**src/rtl/conv2d_pkg.sv**
```systemverilog
// Shared types for the conv2d scheduler: FSM state encoding and channel-group sizing.
package conv2d_pkg;

    typedef enum logic [2:0] {
        S_IDLE,
        S_LOAD_WIN,
        S_FETCH_W,
        S_WAIT_W,
        S_RUN,
        S_WAIT_PE,
        S_EMIT
    } state_t;

    function automatic int num_groups(input int num_out_channels, input int par_oc);
        return num_out_channels / par_oc;
    endfunction

endpackage

```
**src/rtl/conv2d_lat_counter.sv**
```systemverilog
// Loadable down-counter: load presets MAX-1, dec counts toward 0, done_o is high at 0.
// One dec per cycle gives a wait of exactly MAX cycles between load and done.
module conv2d_lat_counter #(
    parameter int MAX = 1
) (
    input  logic clk,
    input  logic rst_n,
    input  logic load_i,
    input  logic dec_i,
    output logic done_o
);

    localparam int W = (MAX > 1) ? $clog2(MAX) : 1;
    localparam logic [W-1:0] LOAD_VAL = (MAX > 0) ? W'(MAX - 1) : '0;

    logic [W-1:0] cnt_q;

    always_ff @(posedge clk or negedge rst_n) begin
        if (!rst_n) begin
            cnt_q <= '0;
        end else if (load_i) begin
            cnt_q <= LOAD_VAL;
        end else if (dec_i && (cnt_q != '0)) begin
            cnt_q <= cnt_q - 1'b1;
        end
    end

    assign done_o = (cnt_q == '0);

endmodule

```
**src/rtl/conv2d_sched_fsm.sv**
```systemverilog
// conv2d control FSM: one window per accept, sweeps PAR_OC-wide channel groups with weight/PE waits.
// CONV2D_PERF_CNT_EN adds saturating stall and window counters. Outputs decode from state only.
module conv2d_sched_fsm
    import conv2d_pkg::*;
#(
    parameter int NUM_OUT_CHANNELS = 8,
    parameter int PAR_OC           = 2,
    parameter int WADDR_W          = 8,
    parameter int WEIGHT_RD_LAT    = 1,
    parameter int PE_LAT           = 3,
    parameter int OUT_H            = 8,
    parameter int OUT_W            = 8,
    localparam int NUM_GROUPS      = num_groups(NUM_OUT_CHANNELS, PAR_OC),
    localparam int GRP_W           = (NUM_GROUPS > 1) ? $clog2(NUM_GROUPS) : 1
) (
    input  logic               clk,
    input  logic               rst_n,
    input  logic               in_valid,
    output logic               in_ready,
    output logic               lb_en,
    output logic               weight_rd_en,
    output logic [WADDR_W-1:0] weight_rd_addr,
    output logic               pe_start,
    output logic               activation_en,
    output logic               out_valid,
    input  logic               out_ready,
    output logic [GRP_W-1:0]   oc_group,
    output logic               last_group,
    output logic               frame_done,
`ifdef CONV2D_PERF_CNT_EN
    output logic [31:0]        perf_stall_cycles,
    output logic [31:0]        perf_windows,
`endif
    output logic               busy
);

    localparam int NPIX  = OUT_H * OUT_W;
    localparam int PIX_W = (NPIX > 1) ? $clog2(NPIX) : 1;

    if ((NUM_OUT_CHANNELS % PAR_OC) != 0) begin : g_bad_par_oc
        $error("conv2d_sched_fsm: PAR_OC must divide NUM_OUT_CHANNELS");
    end
    if (NUM_GROUPS > (2 ** WADDR_W)) begin : g_bad_waddr_w
        $error("conv2d_sched_fsm: NUM_GROUPS exceeds weight address space");
    end

    state_t           state_q, state_d;
    logic [GRP_W-1:0] grp_q, grp_d;
    logic [PIX_W-1:0] pix_q, pix_d;
    logic             frame_done_q, frame_done_d;
    logic             last_grp;
    logic             w_done, pe_done;

    assign last_grp = (grp_q == GRP_W'(NUM_GROUPS - 1));

    conv2d_lat_counter #(.MAX(WEIGHT_RD_LAT)) u_wait_w (
        .clk    (clk),
        .rst_n  (rst_n),
        .load_i (state_q == S_FETCH_W),
        .dec_i  (state_q == S_WAIT_W),
        .done_o (w_done)
    );

    conv2d_lat_counter #(.MAX(PE_LAT)) u_wait_pe (
        .clk    (clk),
        .rst_n  (rst_n),
        .load_i (state_q == S_RUN),
        .dec_i  (state_q == S_WAIT_PE),
        .done_o (pe_done)
    );

    always_comb begin
        state_d      = state_q;
        grp_d        = grp_q;
        pix_d        = pix_q;
        frame_done_d = 1'b0;
        case (state_q)
            S_IDLE: begin
                if (in_valid) begin
                    state_d = S_LOAD_WIN;
                    grp_d   = '0;
                end
            end
            S_LOAD_WIN: state_d = S_FETCH_W;
            S_FETCH_W:  state_d = (WEIGHT_RD_LAT == 0) ? S_RUN : S_WAIT_W;
            S_WAIT_W:   if (w_done) state_d = S_RUN;
            S_RUN:      state_d = (PE_LAT == 0) ? S_EMIT : S_WAIT_PE;
            S_WAIT_PE:  if (pe_done) state_d = S_EMIT;
            S_EMIT: begin
                if (out_ready) begin
                    if (last_grp) begin
                        state_d = S_IDLE;
                        // Last pixel of the frame wraps the counter and flags frame_done next cycle.
                        if (pix_q == PIX_W'(NPIX - 1)) begin
                            pix_d        = '0;
                            frame_done_d = 1'b1;
                        end else begin
                            pix_d = pix_q + 1'b1;
                        end
                    end else begin
                        grp_d   = grp_q + 1'b1;
                        state_d = S_FETCH_W;
                    end
                end
            end
            default: state_d = S_IDLE;
        endcase
    end

    always_ff @(posedge clk or negedge rst_n) begin
        if (!rst_n) begin
            state_q      <= S_IDLE;
            grp_q        <= '0;
            pix_q        <= '0;
            frame_done_q <= 1'b0;
        end else begin
            state_q      <= state_d;
            grp_q        <= grp_d;
            pix_q        <= pix_d;
            frame_done_q <= frame_done_d;
        end
    end

    assign in_ready       = (state_q == S_IDLE);
    assign lb_en          = (state_q == S_LOAD_WIN);
    assign weight_rd_en   = (state_q == S_FETCH_W);
    assign weight_rd_addr = WADDR_W'(grp_q);
    assign pe_start       = (state_q == S_RUN);
    assign activation_en  = (state_q == S_EMIT);
    assign out_valid      = (state_q == S_EMIT);
    assign oc_group       = grp_q;
    assign last_group     = last_grp;
    assign frame_done     = frame_done_q;
    assign busy           = (state_q != S_IDLE);

`ifdef CONV2D_PERF_CNT_EN
    logic [31:0] stall_q, win_q;

    always_ff @(posedge clk or negedge rst_n) begin
        if (!rst_n) begin
            stall_q <= '0;
            win_q   <= '0;
        end else begin
            if ((state_q == S_EMIT) && !out_ready && (stall_q != '1)) stall_q <= stall_q + 1'b1;
            if ((state_q == S_IDLE) && in_valid && (win_q != '1))     win_q   <= win_q + 1'b1;
        end
    end

    assign perf_stall_cycles = stall_q;
    assign perf_windows      = win_q;
`endif

endmodule

```
**config.mk**
```make
export PLATFORM = sky130hd
export DESIGN_NAME = conv2d_sched_fsm
export DESIGN_NICKNAME = d
export VERILOG_FILES = /design/src/rtl/conv2d_pkg.sv /design/src/rtl/conv2d_lat_counter.sv /design/src/rtl/conv2d_sched_fsm.sv
export SDC_FILE = /design/constraint.sdc
export NUM_CORES = 1
export LEC_CHECK = 0
export ABC_CLOCK_PERIOD_IN_PS = 1610
export BUFFER_PORTS_ARGS = -buffer_cell sky130_fd_sc_hd__buf_2
export CAP_MARGIN = 15
export CORE_MARGIN = 2
export CORE_UTILIZATION = 40
export CTS_CLUSTER_DIAMETER = 40
export CTS_CLUSTER_SIZE = 10
export DETAILED_ROUTE_END_ITERATION = 8
export GPL_TIMING_DRIVEN = 0
export PLACE_DENSITY = 0.66
export SYNTH_ARGS = -nofsm -noshare
export SYNTH_HDL_FRONTEND = slang
export SYNTH_SLANG_ARGS = --single-unit
```
**constraint.sdc**
```tcl
create_clock -name clk -period 1.61 [get_ports clk]
set_clock_uncertainty 0.15 [all_clocks]
set_input_delay 0.4025 -clock clk [delete_from_list [all_inputs] [get_ports clk]]
set_output_delay 0.4025 -clock clk [all_outputs]
set_load 0.01 [all_outputs]
```
==> metrics.yaml <==
layout:
  insertedDiodeCount: 0
  layout_common_cells: "buf_4 (19), buf_2 (14), dfrtp_1 (12)"
  drive_gt1_share_pct: 50.7
  final_common_cell: "buf_4"
  syn_to_final_growth_pct: 54.3
  final-instance-count-excl-fill: 164
  fin_nets: 144
timing:
  rsz0062_at_grt: "true"
  fmax_mhz: 529
  setup_viol: 10
  hold_viol: 0
  final.setup.tns_ns: -1.96
  period_needed_ns: 1.89
  postLayoutSetupSlackWorst_ns: -0.282
  period_share_pct: 118
  final_max_slew_viol_count: 0
  hold_ws_ns: 0.268
global_route:
  grt_pass1_wl_um: 3510
  grt_use_met3_pct: 5.26
  use_met1_pct: 23.6
  antenna_found_initial: 0
  track_usage_pct: 18.2
  grt_pass1_vias: 765
  grt-ovfl-total: 0
  grt.busiest_layer: "met2"
  grt.met2_usage_pct: 28.4
  grt_max_degree: 16
detailed_routing:
  wl_um: 2260
  viasPerCell: 4.95
  drcViolationCount: 0
  final_antenna_net_count: 0
  wl_per_cell_um: 13.8
  drtIter0Drc: 14
  routed-via-count: 812
  drtPass1Iterations: 4
synth:
  synth-seq-cells: 15
  avgSynthCellArea_um2: 9.54
  synthCells: 93
  ys_warn_count: 0
  ys_seq_area_share_pct: 42.3
  synthesis.area_um2: 887
  yosysUniqueCellTypes: 34
die:
  die-area_um2: 2610
  die_h_um: 51.1
  row_count: 17
  start_util_pct: 41.3
  die_x_um: 51.1
  io_pins: 23
  core_area_um2: 2150
critical_path:
  end_kind: "primary output"
  cp_cell_sequence: "buf_6 > and2b_4 > and2_4 > buf_6 > buf_6"
  required_ns: 1.06
  crit_fanout: 4
  worstPathArrival_ns: 1.34
  critPathBufInv: 3
  max_stage_delay_ns: 0.41
  path_class: "reg2out"
  slowest_stage: "dfrtp_1"
  cp_top_family: "flip-flops"
  crit_top_cell: "buf_6"
  cp-start-kind: "flip-flop"
power:
  p_total_w: 0.00204
  power_density_nw_per_um2: 1490
  leakage_nw: 0.673
  irDropWorstVdd_v: 0.00102
placement:
  dp_cells: 142
  portBuffers: 16
  dp_hpwl_um: 1260
  place.gp.congestion: 0.816
clock_network:
  clock_latency_ns: 0.28
  htreeDepth: 1
  tritoncts: "yes"
  cts_root_buffer: "clkbuf_4"
  cts_sinks: 15
  max-clock-path-buffers: 2
  cts_buffers: 3
  clkTransAtPathRegs_ns: 0.09
run_status:
  violations: "setup timing"
  status: "finished with violations"
job:
  maxCapViolations: 0
min_path:
  min_path_type: "in2reg"
[synthesized netlist by cell type, drive strengths merged]
library cell  number  share of area (%)
inv                6                2.5
nand2b             3                2.1
clkbuf             1               0.42
nor2b              1               0.71
conb               1               0.42
and2b              1                1.1
a22oi              1               0.85
o22ai              1               0.71
o32a               1                1.1
o32ai              1               0.99
xnor2              1               0.99
dfrtp             15                 42
o31ai              1               0.85
or3b               1               0.99
nand2              4                1.7
nor2               6                2.5
nor4               1               0.71
mux2               4                5.1
and2               2                1.4
o21ai              3                1.7
a21oi              2                1.6
xor2               1               0.99
o2111ai            1               0.99
nand4b             1               0.99
buf               11                8.7
and3               3                2.1
nor3b              2                1.7
a31oi              2                1.4
nand3              5                2.8
a22o               3                3.0
nor3               4                2.3
ha                 3                4.2
[cell type report]
cell class              count  area, um2
inverters                   6       22.5
repair buffers             35        277
flip-flops and latches     15        379
well taps                  28       35.0
fillers                   177        779
plain buffers              11       96.3
clock buffers               4       26.3
multi-input cells          65        533
[path summary, 6_finish.rpt]
| check | slack, ns | start | cells past startpoint | end |
|---|---|---|---|---|
| max in group asynchronous | 0.63 | rst_n | 2 | state_q[2] |
| max | -0.28 | state_q[1] | 5 | out_valid |
| min in group asynchronous | 0.40 | rst_n | 2 | pix_q[3] |
| min reg2reg | 0.36 | pix_q[5] | 1 | pix_q[5] |
| min | 0.27 | in_valid | 3 | state_q[0] |
| max reg2reg | -0.19 | state_q[1] | 5 | oc_group[0] |
[per-layer routing]
layer,vias to the layer above,part of all wire [%]
met5,-,0
met4,0,2.1
met3,4,3.8
met2,18,50
met1,391,44
li1,399,-
[metrics by stage]
step | setup WS (ns) | cell area, um2 | utilization (%)
after floorplan | -0.00479 | 921 | -
after global placement | -0.142 | 1040 | 48.2
after detailed placement | -0.150 | 1040 | 48.2
after CTS | -0.267 | 1270 | 59.1
after global routing | -0.314 | 1370 | 63.7
final | -0.282 | 1370 | 63.7
[sequential cells by signal, summed over array words and instances, names as in the netlist]
| signal | cells |
|---|---|
| state_q | 3 |
| oc_group | 2 |
| u_wait_pe.cnt_q | 2 |
| u_wait_w.cnt_q | 1 |
| frame_done | 1 |
| pix_q | 6 |
[kinds of logic after synthesis]
family                   synth area share, %
AND/OR/NAND/NOR                         21.2
buffers and inverters                   11.7
AO/OA/AOI/OAI                           13.1
flip-flops                              42.3
multiplexers                            5.08
adder cells (fa/ha/maj)                 4.23
XOR/XNOR                                1.97
other                                  0.423
[worst reg2reg max path: cells and delay by family (launching register included)]
family          cells  cell delay, ns
compound gates      1            0.17
mux                 1            0.31
simple gates        1            0.39
flops               1            0.41
buf+inv             2            0.26
[what timing repair did]
action	CTS	global route
hold endpoints to repair	15	0
endpoints found under the setup margin	11	13
resized for setup	21	17
hold buffers	1	0
setup buffers	15	5
pin swaps	5	6
[report_power, final]
part	leakage (nW)	switching (W)	internal, W
logic	0.468	0.000597	0.000721
clock network	0.0150	0.000120	0.0000962
registers	0.190	0.0000621	0.000448
(Power assumes the default switching activity.)
